`config.mk`:
```
export PLATFORM = sky130hd
export DESIGN_NAME = player_input_ctrl
export DESIGN_NICKNAME = d
export VERILOG_FILES = /design/src/rtl/game_input_pkg.sv /design/src/rtl/btn_debounce.sv /design/src/rtl/player_input_ctrl.sv
export SDC_FILE = /design/constraint.sdc
export NUM_CORES = 1
export LEC_CHECK = 0
export CAP_MARGIN = 20
export CORE_MARGIN = 2
export CORE_UTILIZATION = 40
export CTS_CLUSTER_DIAMETER = 60
export CTS_CLUSTER_SIZE = 24
export DETAILED_ROUTE_END_ITERATION = 8
export PLACE_DENSITY_LB_ADDON = 0.15
export SYNTH_ARGS = -nofsm -noshare
export SYNTH_HDL_FRONTEND = slang
export SYNTH_HIERARCHICAL = 1
export SYNTH_SLANG_ARGS = --single-unit
```
`constraint.sdc`:
```
create_clock -name clk_i -period 4.2 [get_ports clk_i]
set_input_delay 0.63 -clock clk_i [delete_from_list [all_inputs] [get_ports clk_i]]
set_output_delay 0.63 -clock clk_i [all_outputs]
set_load 0.1 [all_outputs]
```
`src/rtl/game_input_pkg.sv`:
```
// Shared button indices, move encodings and shoot FSM states for the
// two-player input front end.
package game_input_pkg;

    localparam int BTN_UP    = 0;
    localparam int BTN_DOWN  = 1;
    localparam int BTN_LEFT  = 2;
    localparam int BTN_RIGHT = 3;
    localparam int BTN_SHOOT = 4;

    localparam logic [3:0] MOVE_NONE  = 4'b0000;
    localparam logic [3:0] MOVE_UP    = 4'b0001;
    localparam logic [3:0] MOVE_DOWN  = 4'b0010;
    localparam logic [3:0] MOVE_LEFT  = 4'b0100;
    localparam logic [3:0] MOVE_RIGHT = 4'b1000;

    typedef enum logic [1:0] {
        IDLE     = 2'd0,
        ARMED    = 2'd1,
        FIRE     = 2'd2,
        COOLDOWN = 2'd3
    } shoot_state_t;

    // Lowest set bit wins; bit 0 is "up", so this is the up>down>left>right priority.
    function automatic logic [3:0] lowest_onehot(input logic [3:0] v);
        return v & (~v + 4'd1);
    endfunction

endpackage

```
`src/rtl/btn_debounce.sv`:
```
// One push button: 2-flop synchroniser, stability counter, debounced level
// and a single-cycle pulse on each accepted rising edge.
module btn_debounce #(
    parameter int DEBOUNCE_CYCLES = 250000,
    parameter int CNT_W           = $clog2(DEBOUNCE_CYCLES + 1)
) (
    input  logic clk_i,
    input  logic reset_ni,
    input  logic btn_i,
    output logic level_o,
    output logic rise_o
);

    localparam logic [CNT_W-1:0] CNT_LAST = CNT_W'(DEBOUNCE_CYCLES - 1);

    logic [1:0]       sync_q;
    logic [CNT_W-1:0] cnt_q;

    always_ff @(posedge clk_i or negedge reset_ni) begin
        if (!reset_ni) begin
            sync_q  <= 2'b00;
            cnt_q   <= '0;
            level_o <= 1'b0;
            rise_o  <= 1'b0;
        end else begin
            sync_q <= {sync_q[0], btn_i};
            rise_o <= 1'b0;
            if (sync_q[1] == level_o) begin
                cnt_q <= '0;
            end else if (cnt_q == CNT_LAST) begin
                // rise_o coincides with the first cycle of the new level
                level_o <= sync_q[1];
                rise_o  <= sync_q[1];
                cnt_q   <= '0;
            end else begin
                cnt_q <= cnt_q + CNT_W'(1);
            end
        end
    end

endmodule

```
`src/rtl/player_input_ctrl.sv`:
```
// Two-player button front end: debounced buttons become per-frame move
// commands (last-pressed wins) and single-frame shoot pulses with cooldown.
module player_input_ctrl
    import game_input_pkg::*;
#(
    parameter int DEBOUNCE_CYCLES = 250000,
    parameter int CNT_W           = $clog2(DEBOUNCE_CYCLES + 1),
    parameter int COOLDOWN_FRAMES = 30
) (
    input  logic       clk_i,
    input  logic       reset_ni,
    input  logic       frame_tick_i,
    input  logic [4:0] p1_btn_i,
    input  logic [4:0] p2_btn_i,
    output logic [3:0] player_1_move_o,
    output logic [3:0] player_2_move_o,
    output logic       player_1_shoot_o,
    output logic       player_2_shoot_o,
    output logic [3:0] dbg_shoot_state_o
);

    logic [1:0][4:0] btn_raw;
    logic [1:0][4:0] btn_level;
    logic [1:0][4:0] btn_rise;
    logic [1:0][3:0] move_all;
    logic [1:0]      shoot_all;
    logic [1:0][1:0] state_all;

    assign btn_raw = {p2_btn_i, p1_btn_i};

    for (genvar p = 0; p < 2; p++) begin : g_btn_p
        for (genvar b = 0; b < 5; b++) begin : g_btn_b
            btn_debounce #(
                .DEBOUNCE_CYCLES(DEBOUNCE_CYCLES),
                .CNT_W          (CNT_W)
            ) u_db (
                .clk_i   (clk_i),
                .reset_ni(reset_ni),
                .btn_i   (btn_raw[p][b]),
                .level_o (btn_level[p][b]),
                .rise_o  (btn_rise[p][b])
            );
        end
    end

    for (genvar p = 0; p < 2; p++) begin : g_player
        logic [3:0]   held;
        logic [3:0]   last_q;
        logic [3:0]   last_eff;
        logic [3:0]   dir_next;
        logic [3:0]   move_q;
        shoot_state_t state_q;
        shoot_state_t state_d;
        logic [7:0]   cd_q;
        logic [7:0]   cd_d;

        always_comb begin
            held     = btn_level[p][3:0];
            // A press in this very cycle already counts as the last-pressed one
            last_eff = (|btn_rise[p][3:0]) ? lowest_onehot(btn_rise[p][3:0]) : last_q;
            if (|(last_eff & held)) begin
                dir_next = last_eff;
            end else begin
                dir_next = lowest_onehot(held);
            end
        end

        always_comb begin
            state_d = state_q;
            cd_d    = cd_q;
            case (state_q)
                IDLE: begin
                    if (btn_rise[p][BTN_SHOOT]) state_d = ARMED;
                end
                ARMED: begin
                    if (frame_tick_i) state_d = FIRE;
                end
                FIRE: begin
                    if (frame_tick_i) begin
                        state_d = COOLDOWN;
                        cd_d    = 8'(COOLDOWN_FRAMES);
                    end
                end
                COOLDOWN: begin
                    if (frame_tick_i) begin
                        if (cd_q <= 8'd1) begin
                            state_d = IDLE;
                            cd_d    = 8'd0;
                        end else begin
                            cd_d = cd_q - 8'd1;
                        end
                    end
                end
                default: state_d = IDLE;
            endcase
        end

        always_ff @(posedge clk_i or negedge reset_ni) begin
            if (!reset_ni) begin
                last_q  <= MOVE_NONE;
                move_q  <= MOVE_NONE;
                state_q <= IDLE;
                cd_q    <= 8'd0;
            end else begin
                last_q  <= last_eff;
                state_q <= state_d;
                cd_q    <= cd_d;
                if (frame_tick_i) move_q <= dir_next;
            end
        end

        assign move_all[p]  = move_q;
        assign shoot_all[p] = (state_q == FIRE);
        assign state_all[p] = state_q;
    end

    assign player_1_move_o   = move_all[0];
    assign player_2_move_o   = move_all[1];
    assign player_1_shoot_o  = shoot_all[0];
    assign player_2_shoot_o  = shoot_all[1];
    assign dbg_shoot_state_o = state_all;

endmodule
```
==> metrics.csv <==
metric;value;unit
post_cts_buffers;0;
clkTransAtPathRegs;0.07;ns
dp_slack;1.29;ns
timing.hold.ws;0.0362;ns
p_clk_share;45.1;%
critPathLaunchType;flip-flop;
synth_top_family_by_area;simple AND/OR/NAND/NOR gates;
grt_pass1_wl;43200;um
syn_area;12800;um^2
drt_iter0_drc;511;
htree_levels;1;
synth_compound_area_share;8.11;%
cp-end-kind;primary output;
top_usage_layer;met2;
design.die.area;33300;um^2
p_sw;1.52;mW
muxShareOfSynthArea;1.40;%
period_share;74.4;%
p_int;4.13;mW
skew;0.00927;ns
clockBufferDepth;3;
final_hold_viol_count;0;
synth-simple-area-share;25.9;%
pwr-share-comb;9.0;%
fin_crit;3.12;ns
grt_util_met3;2.26;%
cts.sinks;256;
reg2reg_setup_slack;1.85;ns
synth_top_area_cell;dfrtp_1;
irDropWorstVdd;822;uV
ys_types;75;
synthAdderAreaFrac;2.16;%
yosys.area.top_type_share;50.2;%
die_w;183;um
die_height;183;um
netlist_instances;1229;
io_pins;27;
slowest_stage;clkdlybuf4s50_1;
cp_max_fo;5;
met2_usage;23.9;%
hold_class;in2async;
synth_edf_count;0;
synthXorXnorAreaFrac;10.2;%
synthToLayoutAreaGrowth;13.0;%
grt.met1_usage;22.3;%
r2r_start;g_btn_p[0].g_btn_b[3].u_db/cnt_q[0];
drive_above_1_share;11.0;%
maxCapViolations;0;
cts_tree;yes;
synth-seq-cells;256;
dp.final_hpwl;16000;um
synth_warnings;6;
arrival;2.49;ns
grt_pass1_vias;8735;
num-fill-cells;2975;
r2r_end;g_btn_p[0].g_btn_b[3].u_db/cnt_q[4];
place_congestion;0.762;
async_flop_share;100;%
rsz0062_at_grt;no;
drcViolationCount;0;
row_count;65;
initial_core_util;40.5;%
grt_max_degree;110;
final_max_slew_viol_count;0;
max_freq;0.320;GHz
wirelength;24600;um
synth-seq-area-share;50.2;%
yosys_most_used_dff;dfrtp_1;
io_buffers;26;
routedWlPerCell;14.5;um
clock_latency;0.55;ns
leakage;5.81;nW
avgSynthCellArea;10.4;um^2
viasPerCell;5.34;
antennaDiodeCount;0;
cts-root-buf;clkbuf_16;
nets;1298;
cts_resized;0;
coreArea;31500;um^2
setup_ws;1.08;ns
finalSetupViolCount;0;
relSlewSlack;31.9;%
synthTopCellsByArea;dfrtp_1, xnor2_1, nor2_1;
track_usage;15.3;%
critPathKind;reg2out;
crit_required;3.57;ns
antenna_found_initial;0;
cp_cell_sequence;inv_1, ha_1, clkdlybuf4s50_1;
tightest_slew;1.02;ns
dr.pass1.iters;7;
seqPwrFrac;45.9;%
slowest_delay;1.17;ns
switching_share;26.9;%
num_vias;9015;
worstRegToRegCells;4;
overflow;0;
holdBufCountCts;0;
powerDensity;393;nW/um^2
tns;0;ns
cts_buffers;29;
fin_util;45.8;%
syn-num-nets;1264;
drtAntennaViolNets;0;
outcome;completed;
[kinds of logic after synthesis]
logic type | count (synthesis)
flops | 256
buf+inv | 57
fa+ha+maj | 22
compound gates | 125
xor+xnor | 148
simple gates | 608
mux | 13
[critical path, delay by kind of cell, from the launching register on]
| family | cells | cell delay [ns] |
|---|---|---|
| buf+inv | 2 | 1.27 |
| flops | 1 | 0.42 |
| fa+ha+maj | 1 | 0.26 |
[cells in the mapped netlist (3+ instances only)]
library cell	number
ha_1	22
nor3b_1	14
clkbuf_2	10
and3_1	10
nand3_2	10
o41ai_4	9
nor3_1	24
a21oi_1	27
and3_2	9
nor4_1	61
or4_1	17
nor4b_1	3
or2_2	7
nand2_1	78
and4_1	10
or3_1	18
nand2b_1	5
dfrtp_1	256
nand4_1	62
nand2b_2	9
xor2_1	52
nand3_1	61
inv_1	29
o41ai_1	5
nor2_1	182
o21a_1	3
clkbuf_1	5
mux2_4	9
xnor2_1	96
buf_2	3
buf_4	9
or4_4	18
o31ai_1	5
o21ai_0	36
[cells in the final DEF (no fill, tap or decap), drive strengths merged, types with 3 or more instances in the layout]
cell	netlist	final
nand2b	14	14
clkinv	1	7
clkbuf	15	34
clkdlybuf4s50	0	25
or3	18	18
a2111oi	4	4
nor4	61	61
nor3	24	24
xor2	52	52
inv	29	39
nor2	183	183
o21a	3	3
and3	19	19
nand3	71	71
nor3b	14	14
a21oi	27	27
and4	10	10
buf	12	5
or4	35	35
nand2	79	79
ha	22	22
nand4	62	62
clkinvlp	0	3
xnor2	96	96
dfrtp	256	256
nor4b	3	3
or2	7	7
o21ai	37	37
o31ai	6	6
mux2	12	12
o41ai	15	15
[how the worst max path moves through the flow]
stage	start	endpoint	depth (start not counted)
finish	g_player[1].state_q[0]	player_2_shoot_o	3
global route	g_player[1].state_q[0]	player_2_shoot_o	3
CTS	g_player[1].state_q[0]	player_2_shoot_o	3
detailed placement	frame_tick_i	g_player[1].cd_q[5]	4
global placement	frame_tick_i	g_player[1].cd_q[5]	4
floorplan	g_player[0].state_q[1]	g_player[0].cd_q[4]	5
[area by class of cell]
| cell class | count | area (um^2) | area share (%) |
|---|---|---|---|
| Multi-Input combinational cell | 916 | 6080 | 42.2 |
| Tap cell | 402 | 503 | 3.49 |
| Clock inverter | 20 | 196 | 1.36 |
| Sequential cell | 256 | 6410 | 44.5 |
| Timing Repair Buffer | 30 | 320 | 2.22 |
| Inverter | 30 | 113 | 0.782 |
| Clock buffer | 34 | 785 | 5.45 |
[power by group through the flow]
stage / clock network [mW] / registers, mW / logic [mW]
global route: 2.75 / 2.61 / 0.566
global placement: 0 / 2.64 / 0.517
floorplan: 0 / 2.70 / 0.290
finish: 2.55 / 2.60 / 0.509
CTS: 2.64 / 2.60 / 0.520
detailed placement: 0 / 2.64 / 0.516
[metal layers]
layer  routed length [um]  share of wire, %
met5                    0                 0
met4                  464               1.9
met3                  694               2.8
met2                10900                44
met1                12500                51
[stage by stage]
step	cells	power, mW	cell area [um^2]
floorplan	1229	2.99	12800
global placement	1634	3.16	13400
detailed placement	1634	3.16	13400
CTS	1688	5.76	14400
global route	1688	5.93	14400
finish	1688	5.66	14400
[registers in the layout, summed over array words and instances, names as in the netlist]
signal,flops
g_player.last_q,8
g_btn_p.g_btn_b.u_db/sync_q,20
player_2_move_o,4
g_player.cd_q,16
g_player.state_q,4
g_btn_p.g_btn_b.u_db/level_o,10
player_1_move_o,4
g_btn_p.g_btn_b.u_db/cnt_q,180
g_btn_p.g_btn_b.u_db/rise_o,10
(Power assumes the default switching activity.)
